## config.mk

```make
export PLATFORM = sky130hd
export DESIGN_NAME = srl_readback
export DESIGN_NICKNAME = d
export VERILOG_FILES = /design/src/rtl/srl_readback_pkg.sv /design/src/rtl/srl_readback_chain.sv /design/src/rtl/srl_readback.sv
export SDC_FILE = /design/constraint.sdc
export NUM_CORES = 1
export LEC_CHECK = 0
export ABC_AREA = 1
export CAP_MARGIN = 10
export CELL_PAD_IN_SITES_DETAIL_PLACEMENT = 1
export CELL_PAD_IN_SITES_GLOBAL_PLACEMENT = 1
export CORE_MARGIN = 8
export CORE_UTILIZATION = 48
export CTS_CLUSTER_DIAMETER = 50
export DETAILED_ROUTE_END_ITERATION = 12
export PLACE_DENSITY = 0.77
export SYNTH_ARGS = -nofsm -noshare
export SYNTH_HDL_FRONTEND = slang
export SYNTH_SLANG_ARGS = --single-unit
```

## constraint.sdc

```tcl
create_clock -name clk -period 16.9 [get_ports clk]
set_input_delay 3.38 -clock clk [delete_from_list [all_inputs] [get_ports clk]]
set_output_delay 3.38 -clock clk [all_outputs]
set_load 0.03 [all_outputs]
```

## src/rtl/srl_readback_pkg.sv

```systemverilog
// Shared types and helpers for the SRL shift chain with handshaked full-chain readback.
package srl_readback_pkg;

    typedef enum logic {
        IDLE = 1'b0,
        SEND = 1'b1
    } state_t;

    // Address width for a power-of-two depth in 2..64, evaluated at elaboration.
    function automatic int aw_of(input int depth);
        int w;
        w = 1;
        for (int i = 1; i <= 6; i++) begin
            if ((1 << i) < depth) w = i + 1;
        end
        return w;
    endfunction

endpackage

```

## src/rtl/srl_readback_chain.sv

```systemverilog
// Reset-free shift chain with a clock enable and two dynamic read ports, shaped for SRL mapping.
module srl_chain
    import srl_readback_pkg::*;
#(
    parameter int N     = 8,
    parameter int DEPTH = 32,
    parameter int AW    = aw_of(DEPTH)
) (
    input  logic          clk,
    input  logic          ce,
    input  logic [N-1:0]  din,
    input  logic [AW-1:0] raddr0,
    input  logic [AW-1:0] raddr1,
    output logic [N-1:0]  dout0,
    output logic [N-1:0]  dout1
);

    logic [N-1:0] taps [DEPTH];

    // NOTE: storage is deliberately left out of reset; a reset term stops the tools from packing it into shift-register primitives.
    always_ff @(posedge clk) begin
        if (ce) begin
            taps[0] <= din;
            for (int k = 1; k < DEPTH; k++) begin
                taps[k] <= taps[k-1];
            end
        end
    end

    assign dout0 = taps[raddr0];
    assign dout1 = taps[raddr1];

endmodule

```

## src/rtl/srl_readback.sv

```systemverilog
// Shift chain front end plus an IDLE/SEND readback that streams every tap, newest first.
module srl_readback
    import srl_readback_pkg::*;
#(
    parameter int  N     = 8,
    parameter int  DEPTH = 32,
    localparam int AW    = aw_of(DEPTH)
) (
    input  logic          clk,
    input  logic          rst,
    input  logic [N-1:0]  a,
    input  logic          e,
    input  logic [AW-1:0] addr,
    output logic [N-1:0]  z,
    input  logic          start,
    output logic          busy,
    output logic          dump_valid,
    input  logic          dump_ready,
    output logic [N-1:0]  dump_data,
    output logic [AW-1:0] dump_idx,
    output logic          dump_last
);

    localparam logic [AW-1:0] LAST_IDX = AW'(DEPTH - 1);

    state_t        state_q;
    state_t        state_d;
    logic [AW-1:0] idx_d;
    logic          shift_en;

    // Reset wins over shifting, and the chain is frozen for the whole readback.
    assign shift_en = e & ~busy & ~rst;

    srl_chain #(
        .N     (N),
        .DEPTH (DEPTH),
        .AW    (AW)
    ) u_chain (
        .clk    (clk),
        .ce     (shift_en),
        .din    (a),
        .raddr0 (addr),
        .raddr1 (dump_idx),
        .dout0  (z),
        .dout1  (dump_data)
    );

    // NOTE: every variable gets a default before the case so no path leaves it unassigned and infers a latch.
    always_comb begin
        state_d = state_q;
        idx_d   = dump_idx;
        unique case (state_q)
            IDLE: begin
                if (start) begin
                    state_d = SEND;
                    idx_d   = '0;
                end
            end
            SEND: begin
                if (dump_ready) begin
                    if (dump_idx == LAST_IDX) begin
                        state_d = IDLE;
                        idx_d   = '0;
                    end else begin
                        idx_d = dump_idx + AW'(1);
                    end
                end
            end
            default: state_d = IDLE;
        endcase
    end

    // NOTE: registers use non-blocking assignments so every flop samples pre-edge values.
    always_ff @(posedge clk) begin
        if (rst) begin
            state_q  <= IDLE;
            dump_idx <= '0;
        end else begin
            state_q  <= state_d;
            dump_idx <= idx_d;
        end
    end

    assign busy       = (state_q == SEND);
    assign dump_valid = busy;
    assign dump_last  = busy && (dump_idx == LAST_IDX);

endmodule

```

==> results of run 1 <==
-- through the flow --
stage	cells	utilization [%]	area [um2]
after floorplan	1522	-	13600
after global placement	1851	49.6	13800
after detailed placement	1851	49.6	13800
after CTS	1920	54.3	15100
after global routing	1920	54.3	15100
final	1920	54.3	15100
-- path summary, 6_finish.rpt --
| path | start | endpoint | slack (ns) | cells past startpoint |
|---|---|---|---|---|
| worst max-delay path | addr[0] | z[7] | 6.59 | 12 |
| worst min-delay path | u_chain.taps[21][2]$_DFFE_PP_ | u_chain.taps[22][2]$_DFFE_PP_ | 0.47 | 0 |
| worst max register to register | busy$_SDFF_PP0_ | u_chain.taps[25][4]$_DFFE_PP_ | 14.27 | 5 |
| worst min register to register | u_chain.taps[21][2]$_DFFE_PP_ | u_chain.taps[22][2]$_DFFE_PP_ | 0.47 | 0 |
-- critical path, cell delays in order --
cell,delay [ns]
buf_4,0.41
inv_4,0.83
buf_4,0.64
nand2_1,0.15
nand3_1,0.12
nand3_1,0.08
nand2_1,0.11
nand2_1,0.06
nand2_1,0.14
nand2_1,0.06
nand2_1,0.13
clkdlybuf4s50_1,0.72
-- area by class of cell --
| type | count | area share (%) |
|---|---|---|
| Sequential cell | 267 | 52.5 |
| Multi-Input combinational cell | 1135 | 31.8 |
| Clock buffer | 47 | 6.95 |
| Timing Repair Buffer | 56 | 3.50 |
| Tap cell | 378 | 3.14 |
| Clock inverter | 22 | 1.73 |
| Inverter | 15 | 0.415 |
-- flip-flops by register name (all words and copies together), names as in the netlist, named ones only --
register	cells
dump_idx	5
busy	1
u_chain.taps	256
-- routing by layer --
metal	part of all wire [%]	global-route usage [%]	up-vias
met3	4.8	3.52	90
li1	-	-	5125
met2	49	41.8	342
met1	43	31.8	5617
met5	0	0	-
met4	2.9	8.94	0
-- synth_stat cells, drive strengths merged --
master / count
inv: 15
edfxtp: 256
nor3: 1
a211oi: 2
clkbuf: 11
buf: 94
nand2: 732
dfxtp: 11
nor2: 7
xor2: 1
ha: 3
nand3: 385
a21oi: 4
-- layout by cell type, fill, tap and decap left out, types with 6 or more instances in the layout --
| cell type | netlist | routed |
|---|---|---|
| inv_1 | 11 | 10 |
| buf_4 | 10 | 15 |
| clkbuf_1 | 11 | 6 |
| edfxtp_1 | 256 | 256 |
| dfxtp_1 | 11 | 9 |
| nor2_1 | 7 | 6 |
| clkbuf_16 | 0 | 41 |
| nand2_1 | 732 | 732 |
| clkdlybuf4s50_1 | 0 | 39 |
| clkinv_2 | 0 | 6 |
| nand3_1 | 385 | 385 |
-- report_power, final --
group	switching [mW]	internal [mW]	total, mW
Sequential	0.0202	0.751	0.771
Clock	0.305	0.521	0.826
Combinational	0.110	0.0466	0.156
Total	0.435	1.32	1.75
-- logic make-up (layout without fill, tap and decap cells) --
| group | after synthesis | in the layout |
|---|---|---|
| simple gates | 1125 | 1125 |
| fa+ha+maj | 3 | 3 |
| buf+inv | 120 | 140 |
| compound gates | 6 | 6 |
| xor+xnor | 1 | 1 |
| flops | 267 | 267 |
==> metrics.txt, run 1 <==
# TYPE chip_impl_metric gauge
chip_impl_metric{name="finalSetupViolCount",unit=""} 0
chip_impl_metric{name="min_period",unit="ns"} 10.31
chip_impl_metric{name="pre_cts_ws",unit="ns"} 6.71
chip_impl_metric{name="muxShareOfSynthArea",unit="%"} 0
chip_impl_metric{name="synthesis.nets",unit=""} 1543
chip_impl_info{name="tritoncts",value="built"} 1
chip_impl_metric{name="total_leakage_power",unit="nW"} 6.01
chip_impl_metric{name="fmaxAchievable",unit="MHz"} 97.0
chip_impl_metric{name="netlist_instances",unit=""} 1522
chip_impl_metric{name="cp_max_fo",unit=""} 83
chip_impl_metric{name="clkSlewWorstSetupHoldPaths",unit="ns"} 0.06
chip_impl_info{name="worst_setup_path_end_kind",value="output pin"} 1
chip_impl_metric{name="tightest_slew",unit="ns"} 1.09
chip_impl_metric{name="routed_wl",unit="um"} 41400
chip_impl_metric{name="portBuffers",unit=""} 41
chip_impl_metric{name="fin_worst_hold_slack",unit="ns"} 0.472
chip_impl_info{name="unrepaired_setup_endpoints_after_global_routing",value="false"} 1
chip_impl_metric{name="cts-resized-gates",unit=""} 0
chip_impl_metric{name="grt_max_degree",unit=""} 180
chip_impl_metric{name="maxCapViolations",unit=""} 0
chip_impl_metric{name="drtAntennaViolNets",unit=""} 0
chip_impl_metric{name="final_layout_size_suffix_gt1_share",unit="%"} 5.45
chip_impl_info{name="hold_path.class",value="register to register"} 1
chip_impl_metric{name="synth_compound_gate_area_share",unit="%"} 0.258
chip_impl_metric{name="ys_seq_elements",unit=""} 267
chip_impl_metric{name="antenna_cells",unit=""} 0
chip_impl_metric{name="final.period_utilization",unit="%"} 61.0
chip_impl_metric{name="htree_levels",unit=""} 2
chip_impl_metric{name="gpl.final_weighted_congestion",unit=""} 0.756
chip_impl_info{name="cp-start-kind",value="input pin"} 1
chip_impl_metric{name="post_synth_and_or_nand_nor_area_fraction",unit="%"} 34.7
chip_impl_metric{name="headroom_to_the_max_slew_limit",unit="%"} 27.6
chip_impl_metric{name="clock_path_buffers",unit=""} 3
chip_impl_info{name="yosysTopAreaCell",value="edfxtp_1"} 1
chip_impl_metric{name="1st_pass_router_iterations",unit=""} 5
chip_impl_metric{name="seq_total_area_yosys",unit="%"} 58.2
chip_impl_metric{name="drt_first_iter_violations",unit=""} 960
chip_impl_metric{name="syn2layout_area_growth",unit="%"} 11.1
chip_impl_metric{name="fin_nets",unit=""} 1534
chip_impl_metric{name="cts.hold.buffers_added",unit=""} 0
chip_impl_metric{name="fraction_of_post_synthesis_cell_area_in_the_top_cell_type_by_area",unit="%"} 56.6
chip_impl_metric{name="synth_area_in_xor_xnor",unit="%"} 0.0645
chip_impl_metric{name="fp.coreArea",unit="mm2"} 0.0278
chip_impl_metric{name="arithmetic_cell_share_of_the_synthesized_area_counting_full_adders_half_adders_and_majority_gates",unit="%"} 0.276
chip_impl_info{name="clockRootBuffer",value="clkbuf_16"} 1
chip_impl_metric{name="io-pin-count",unit=""} 42
chip_impl_metric{name="synth.distinct_cells",unit=""} 17
chip_impl_info{name="netlist_top_cells_area",value="edfxtp_1 (57%), nand2_1 (20%), nand3_1 (14%)"} 1
chip_impl_metric{name="pwr_density_cell",unit="mW/mm2"} 116
chip_impl_metric{name="critical_path_arrival",unit="ns"} 6.93
chip_impl_metric{name="dp.final_hpwl",unit="um"} 22100
chip_impl_metric{name="n_fill_cell",unit=""} 3280
chip_impl_metric{name="die_width",unit="um"} 184
chip_impl_info{name="synth_top_family_by_area",value="simple AND/OR/NAND/NOR gates"} 1
chip_impl_metric{name="std_cell_rows",unit=""} 61
chip_impl_metric{name="totalPowerFinal",unit="mW"} 1.75
chip_impl_metric{name="clk-insertion-delay-late",unit="ns"} 0.52
chip_impl_metric{name="hold_violation_total_from_the_final_report",unit=""} 0
chip_impl_metric{name="worst_clock_skew",unit="ns"} 0.0109
chip_impl_metric{name="avgViaCountPerCell",unit=""} 5.82
chip_impl_metric{name="grtUsageTotal",unit="%"} 24.6
chip_impl_metric{name="postCtsSetupBuffers",unit=""} 0
chip_impl_metric{name="ff_latch_area",unit="mm2"} 0.00791
chip_impl_metric{name="grt_first_pass_wirelength",unit="um"} 66100
chip_impl_metric{name="antenna_violations_before_repair",unit=""} 0
chip_impl_metric{name="detail_route.wl_per_cell",unit="um"} 21.6
chip_impl_metric{name="floorplan_die_area",unit="mm2"} 0.0339
chip_impl_metric{name="vdd_drop_max",unit="mV"} 0.0846
chip_impl_metric{name="synth.yosys.warnings",unit=""} 0
chip_impl_metric{name="worst_slack",unit="ns"} 6.59
chip_impl_metric{name="drc_violations_left",unit=""} 0
chip_impl_metric{name="grt_pass1_vias",unit=""} 11900
chip_impl_metric{name="netlist_area",unit="mm2"} 0.0136
chip_impl_info{name="status",value="completed"} 1
chip_impl_metric{name="start_util",unit="%"} 48.9
chip_impl_metric{name="cp.required",unit="ns"} 13.52
chip_impl_metric{name="gr-total-overflow",unit=""} 0
chip_impl_metric{name="num_vias",unit=""} 11200
chip_impl_metric{name="fp.dieH",unit="um"} 184
chip_impl_metric{name="drv_slew",unit=""} 0
chip_impl_metric{name="cts_buffers",unit=""} 38
chip_impl_info{name="setup.worst_path.class",value="input pin to output pin"} 1
chip_impl_metric{name="cts_num_sinks",unit=""} 267
chip_impl_metric{name="totalNegativeSetupSlack",unit="ns"} 0
chip_impl_metric{name="synthesis.area_per_instance",unit="um2"} 8.92
chip_impl_metric{name="multi_input_comb_area",unit="mm2"} 0.00479
Note: power is estimated with default switching activity, not from simulation.
==> inputs of run 2 (changes only) <==
==> constraint.sdc (replaced) <==
create_clock -name clk -period 10.6 [get_ports clk]
set_input_delay 2.12 -clock clk [delete_from_list [all_inputs] [get_ports clk]]
set_output_delay 2.12 -clock clk [all_outputs]
set_load 0.03 [all_outputs]
==> metrics.txt, run 2 (synthesized netlist as in run 1, its figures left out) <==
# TYPE chip_impl_metric gauge
chip_impl_info{name="status",value="completed"} 1
chip_impl_info{name="unrepaired_setup_endpoints_after_global_routing",value="false"} 1
chip_impl_metric{name="grt_pass1_vias",unit=""} 11600
chip_impl_info{name="worst_setup_path_end_kind",value="output pin"} 1
chip_impl_metric{name="std_cell_rows",unit=""} 61
chip_impl_metric{name="r2r_setup_slack",unit="ns"} 7.91
chip_impl_info{name="hp-start",value="u_chain.taps[4][5]$_DFFE_PP_"} 1
chip_impl_metric{name="totalPowerFinal",unit="mW"} 2.60
chip_impl_metric{name="drt_first_iter_violations",unit=""} 1044
chip_impl_metric{name="worst_hold_path.num_cells",unit=""} 0
chip_impl_metric{name="cts_buffers",unit=""} 35
chip_impl_info{name="hold_end",value="u_chain.taps[5][5]$_DFFE_PP_"} 1
chip_impl_metric{name="floorplan_die_area",unit="mm2"} 0.0339
chip_impl_metric{name="fmaxAchievable",unit="MHz"} 131
chip_impl_metric{name="final_layout_size_suffix_gt1_share",unit="%"} 4.70
chip_impl_metric{name="pwr_density_cell",unit="mW/mm2"} 175
chip_impl_metric{name="1st_pass_router_iterations",unit=""} 5
chip_impl_metric{name="worst_clock_skew",unit="ns"} 0.0124
chip_impl_info{name="critPathMostFrequentCell",value="nand2_1"} 1
chip_impl_metric{name="tightest_slew",unit="ns"} 1.18
chip_impl_metric{name="drc_violations_left",unit=""} 0
chip_impl_metric{name="dp.final_hpwl",unit="um"} 21900
chip_impl_metric{name="number_of_cells_traversed_by_the_worst_register_to_register_path",unit=""} 5
chip_impl_metric{name="drv_slew",unit=""} 0
chip_impl_info{name="critical_path.cell_chain",value="buf_4 -> inv_4 -> buf_4 -> nand2_1 -> nand3_1 -> nand3_1 -> nand2_1 -> nand2_1 -> nand2_1 -> nand2_1 -> nand2_1 -> clkdlybuf4s50_1"} 1
chip_impl_metric{name="worst_slack",unit="ns"} 2.94
chip_impl_metric{name="maxCapViolations",unit=""} 0
chip_impl_metric{name="clkSlewWorstSetupHoldPaths",unit="ns"} 0.06
chip_impl_info{name="hold_path.class",value="register to register"} 1
chip_impl_metric{name="cts.hold.buffers_added",unit=""} 0
chip_impl_metric{name="cts_num_sinks",unit=""} 267
chip_impl_info{name="cp-start-kind",value="input pin"} 1
chip_impl_metric{name="fp.coreArea",unit="mm2"} 0.0278
chip_impl_info{name="tritoncts",value="built"} 1
chip_impl_metric{name="min_period",unit="ns"} 7.66
chip_impl_metric{name="clock_path_buffers",unit=""} 3
chip_impl_metric{name="antenna_violations_before_repair",unit=""} 0
chip_impl_info{name="critical_path.top_delay_family",value="buffers and inverters"} 1
chip_impl_metric{name="largest_register_ffs",unit=""} 256
chip_impl_metric{name="finalSetupViolCount",unit=""} 0
chip_impl_metric{name="cp_max_fo",unit=""} 88
chip_impl_metric{name="pre_cts_ws",unit="ns"} 3.01
chip_impl_info{name="regToRegStartpoint",value="busy$_SDFF_PP0_"} 1
chip_impl_metric{name="portBuffers",unit=""} 41
chip_impl_metric{name="fin_nets",unit=""} 1532
chip_impl_metric{name="grtUsageTotal",unit="%"} 24.3
chip_impl_metric{name="postCtsSetupBuffers",unit=""} 0
chip_impl_metric{name="totalNegativeSetupSlack",unit="ns"} 0
chip_impl_metric{name="grt_max_degree",unit=""} 187
chip_impl_info{name="timing.critical_path.slowest_stage_cell",value="inv_4"} 1
chip_impl_metric{name="avgViaCountPerCell",unit=""} 5.80
chip_impl_metric{name="grt_first_pass_wirelength",unit="um"} 65200
chip_impl_metric{name="clk-insertion-delay-late",unit="ns"} 0.51
chip_impl_metric{name="fp.dieH",unit="um"} 184
chip_impl_metric{name="syn2layout_area_growth",unit="%"} 9.41
chip_impl_metric{name="antenna_cells",unit=""} 0
chip_impl_metric{name="die_width",unit="um"} 184
chip_impl_metric{name="htree_levels",unit=""} 2
chip_impl_info{name="regMostFlops",value="u_chain.taps"} 1
chip_impl_info{name="clockRootBuffer",value="clkbuf_16"} 1
chip_impl_info{name="worst_r2r_endpoint",value="u_chain.taps[30][1]$_DFFE_PP_"} 1
chip_impl_metric{name="critical_path_arrival",unit="ns"} 5.54
chip_impl_metric{name="total_leakage_power",unit="nW"} 5.89
chip_impl_metric{name="cp.required",unit="ns"} 8.48
chip_impl_metric{name="gr-total-overflow",unit=""} 0
chip_impl_metric{name="gpl.final_weighted_congestion",unit=""} 0.777
chip_impl_metric{name="detail_route.wl_per_cell",unit="um"} 21.5
chip_impl_info{name="most-common-layout-cells",value="nand2_1 (732), nand3_1 (385), edfxtp_1 (256), clkdlybuf4s50_1 (39), clkbuf_16 (37)"} 1
chip_impl_metric{name="timing.critical_path.buf_inv",unit=""} 4
chip_impl_info{name="setup.worst_path.class",value="input pin to output pin"} 1
chip_impl_metric{name="start_util",unit="%"} 48.9
chip_impl_metric{name="io-pin-count",unit=""} 42
chip_impl_metric{name="headroom_to_the_max_slew_limit",unit="%"} 21.0
chip_impl_metric{name="routed_wl",unit="um"} 41000
chip_impl_metric{name="num_vias",unit=""} 11100
chip_impl_metric{name="cp_slowest_stage_delay",unit="ns"} 0.87
chip_impl_metric{name="final.period_utilization",unit="%"} 72.3
chip_impl_metric{name="drtAntennaViolNets",unit=""} 0
chip_impl_metric{name="cts-resized-gates",unit=""} 0
chip_impl_info{name="most_common_library_cell_in_the_layout_ignoring_fill_and_taps",value="nand2_1"} 1
chip_impl_metric{name="finalCoreUtilization",unit="%"} 53.5
chip_impl_metric{name="vdd_drop_max",unit="mV"} 0.114
chip_impl_metric{name="hold_violation_total_from_the_final_report",unit=""} 0
==> run 2: cell count changes in the layout (fill, tap and decap cells not counted), moves of 2 or more <==
cell | previous run | this run
bufinv_16 | 5 | 1
clkbuf_16 | 41 | 37
inv_6 | 5 | 1
clkinv_1 | 4 | 7
clkinv_2 | 6 | 3
clkbuf_8 | 0 | 2
==> run 2: area by class of cell <==
class | instances | area (um2)
clock inverter | 14 | 98.8
sequential | 267 | 7910
inverter | 15 | 62.6
fill | 3247 | 12900
timing repair buffer | 57 | 536
clock buffer | 45 | 976
tap | 378 | 473
multi-input combinational | 1135 | 4790
==> run 2: through the flow <==
| step | instance area (um2) | std cells | hold WS (ns) |
|---|---|---|---|
| 3_5_place_dp | 13800 | 1852 | 0.462 |
| 6_report | 14900 | 1911 | 0.473 |
| 2_1_floorplan | 13600 | 1522 | 0.450 |
| 3_3_place_gp | 13800 | 1852 | 0.455 |
| 4_1_cts | 14900 | 1911 | 0.474 |
| 5_1_grt | 14900 | 1911 | 0.477 |
==> run 2: how the worst max path moves through the flow <==
stage                                         endpoint  depth (start not counted)  startpoint
after global placement                            z[0]                         12     addr[0]
after floorplan           u_chain.taps[0][0]$_DFFE_PP_                          2           e
after detailed placement                          z[0]                         12     addr[0]
after global routing                              z[3]                         12     addr[0]
final                                             z[3]                         12     addr[0]
after CTS                                         z[3]                         12     addr[0]
==> run 2: where the power goes <==
| part | total (mW) | switching (mW) | internal (mW) |
|---|---|---|---|
| clock network | 1.12 | 0.449 | 0.671 |
| logic | 0.250 | 0.175 | 0.0745 |
| registers | 1.23 | 0.0305 | 1.20 |
==> run 2: metal layers <==
layer / vias up / global-route usage, % / share of wire [%]
li1: 5111 / - / -
met1: 5569 / 33.4 / 44
met2: 327 / 39.1 / 48
met3: 78 / 3.39 / 5.7
met4: 0 / 8.10 / 2.8
met5: - / 0 / 0
==> inputs of run 3 (changes only) <==
==> constraint.sdc (replaced) <==
create_clock -name clk -period 7.1 [get_ports clk]
set_input_delay 1.42 -clock clk [delete_from_list [all_inputs] [get_ports clk]]
set_output_delay 1.42 -clock clk [all_outputs]
set_load 0.03 [all_outputs]
==> metrics.txt, run 3 (synthesized netlist as in run 1, its figures left out) <==
# TYPE chip_impl_metric gauge
chip_impl_metric{name="finalCoreUtilization",unit="%"} 54.1
chip_impl_metric{name="dp.final_hpwl",unit="um"} 22700
chip_impl_metric{name="clock_path_buffers",unit=""} 3
chip_impl_metric{name="worst_clock_skew",unit="ns"} 0.0204
chip_impl_metric{name="final_layout_size_suffix_gt1_share",unit="%"} 5.57
chip_impl_metric{name="gr-total-overflow",unit=""} 0
chip_impl_metric{name="cp_max_fo",unit=""} 74
chip_impl_metric{name="fin_nets",unit=""} 1538
chip_impl_metric{name="drt_first_iter_violations",unit=""} 943
chip_impl_metric{name="postCtsSetupBuffers",unit=""} 0
chip_impl_metric{name="fp.coreArea",unit="mm2"} 0.0278
chip_impl_metric{name="cts.hold.buffers_added",unit=""} 0
chip_impl_info{name="hold_path.class",value="register to register"} 1
chip_impl_metric{name="clk-insertion-delay-late",unit="ns"} 0.52
chip_impl_metric{name="gpl.final_weighted_congestion",unit=""} 0.769
chip_impl_info{name="clockRootBuffer",value="clkbuf_16"} 1
chip_impl_metric{name="vdd_drop_max",unit="mV"} 0.202
chip_impl_metric{name="avgViaCountPerCell",unit=""} 5.78
chip_impl_metric{name="finalInstanceArea",unit="mm2"} 0.0150
chip_impl_metric{name="final.period_utilization",unit="%"} 81.4
chip_impl_metric{name="maxCapViolations",unit=""} 0
chip_impl_metric{name="syn2layout_area_growth",unit="%"} 10.7
chip_impl_metric{name="1st_pass_router_iterations",unit=""} 5
chip_impl_metric{name="detail_route.wl_per_cell",unit="um"} 21.1
chip_impl_info{name="most_common_library_cell_in_the_layout_ignoring_fill_and_taps",value="nand2_1"} 1
chip_impl_metric{name="cts_num_sinks",unit=""} 267
chip_impl_metric{name="antenna_violations_before_repair",unit=""} 0
chip_impl_metric{name="cts-resized-gates",unit=""} 0
chip_impl_metric{name="fin_worst_hold_slack",unit="ns"} 0.470
chip_impl_metric{name="largest_register_ffs",unit=""} 256
chip_impl_metric{name="pre_cts_ws",unit="ns"} 1.41
chip_impl_metric{name="grt_first_pass_wirelength",unit="um"} 64600
chip_impl_info{name="most-common-layout-cells",value="nand2_1 (732), nand3_1 (385), edfxtp_1 (256), clkbuf_16 (38), clkdlybuf4s50_1 (38)"} 1
chip_impl_metric{name="portBuffers",unit=""} 41
chip_impl_metric{name="totalNegativeSetupSlack",unit="ns"} 0
chip_impl_metric{name="htree_levels",unit=""} 2
chip_impl_metric{name="grt_pass1_vias",unit=""} 11500
chip_impl_metric{name="tightest_slew",unit="ns"} 1.12
chip_impl_info{name="unrepaired_setup_endpoints_after_global_routing",value="false"} 1
chip_impl_metric{name="layout.cells.non_filler",unit=""} 1922
chip_impl_metric{name="io-pin-count",unit=""} 42
chip_impl_metric{name="headroom_to_the_max_slew_limit",unit="%"} 25.1
chip_impl_metric{name="worst_slack",unit="ns"} 1.32
chip_impl_metric{name="drc_violations_left",unit=""} 0
chip_impl_metric{name="critical_path_arrival",unit="ns"} 4.36
chip_impl_metric{name="placement.cell_area",unit="mm2"} 0.0138
chip_impl_metric{name="finalSetupViolCount",unit=""} 0
chip_impl_metric{name="pwr_density_cell",unit="mW/mm2"} 267
chip_impl_metric{name="min_period",unit="ns"} 5.78
chip_impl_metric{name="drtAntennaViolNets",unit=""} 0
chip_impl_info{name="setup.worst_path.class",value="input pin to output pin"} 1
chip_impl_info{name="status",value="completed"} 1
chip_impl_metric{name="totalPowerFinal",unit="mW"} 4.02
chip_impl_metric{name="routed_wl",unit="um"} 40600
chip_impl_metric{name="fp.dieH",unit="um"} 184
chip_impl_metric{name="num_vias",unit=""} 11100
chip_impl_metric{name="clkSlewWorstSetupHoldPaths",unit="ns"} 0.05
chip_impl_metric{name="hold_violation_total_from_the_final_report",unit=""} 0
chip_impl_metric{name="cp.required",unit="ns"} 5.68
chip_impl_metric{name="total_leakage_power",unit="nW"} 5.98
chip_impl_metric{name="grt_max_degree",unit=""} 131
chip_impl_metric{name="antenna_cells",unit=""} 0
chip_impl_metric{name="cts_buffers",unit=""} 36
chip_impl_info{name="regMostFlops",value="u_chain.taps"} 1
chip_impl_metric{name="grtUsageTotal",unit="%"} 24.0
chip_impl_info{name="cp-start-kind",value="input pin"} 1
chip_impl_metric{name="floorplan_die_area",unit="mm2"} 0.0339
chip_impl_info{name="tritoncts",value="built"} 1
chip_impl_metric{name="fmaxAchievable",unit="MHz"} 173
chip_impl_metric{name="drv_slew",unit=""} 0
chip_impl_metric{name="die_width",unit="um"} 184
chip_impl_info{name="worst_setup_path_end_kind",value="output pin"} 1
chip_impl_metric{name="std_cell_rows",unit=""} 61
chip_impl_metric{name="placedCellCount",unit=""} 1857
chip_impl_metric{name="start_util",unit="%"} 48.9
## run 3: changes by cell type in the layout (fill, tap and decap cells not counted), sizes merged
cell           previous run  this run
buf                      18        24
clkbuf                   45        49
bufinv                    1         3
clkinv                   11         9
clkdlybuf4s50            39        38
clkinvlp                  2         3
inv                      15        16
## run 3: routing by layer
metal  up-vias  GRT usage [%]  part of all wire, %
met1      5557           32.5                   43
li1       5138              -                    -
met2       355           40.1                   48
met4         0           6.49                  2.2
met3        66           3.25                  6.3
met5         -              0                    0
## run 3: final cells by class
type	count	area, um2
fillers	3241	12800
inverters	15	62.6
multi-input cells	1135	4790
repair buffers	62	581
flip-flops and latches	267	7910
well taps	378	473
clock buffers	49	1020
clock inverters	16	179
## run 3: worst max-delay path: stages
cell and delay [ns]:
buf_4 0.31, inv_4 0.71, buf_4 0.40, nand2_1 0.08
nand3_1 0.07, nand3_1 0.08, nand2_1 0.09, nand2_1 0.05
nand2_1 0.10, nand2_1 0.06, nand2_1 0.12, clkdlybuf4s50_1 0.69
## run 3: report_power, final
part / leakage, nW / internal (mW) / switching (mW) / total (mW)
Combinational: 2.94 / 0.113 / 0.260 / 0.374
Clock: 0.581 / 1.12 / 0.689 / 1.81
Sequential: 2.46 / 1.79 / 0.0455 / 1.83
Total: 5.98 / 3.02 / 0.995 / 4.02
## run 3: final timing paths
| kind | start | to | cells after the start | slack (ns) |
|---|---|---|---|---|
| worst max-delay path | addr[0] | z[6] | 12 | 1.32 |
| worst min-delay path | u_chain.taps[27][1]$_DFFE_PP_ | u_chain.taps[28][1]$_DFFE_PP_ | 0 | 0.47 |
| worst max register to register | busy$_SDFF_PP0_ | u_chain.taps[30][3]$_DFFE_PP_ | 4 | 4.71 |
| worst min register to register | u_chain.taps[27][1]$_DFFE_PP_ | u_chain.taps[28][1]$_DFFE_PP_ | 0 | 0.47 |
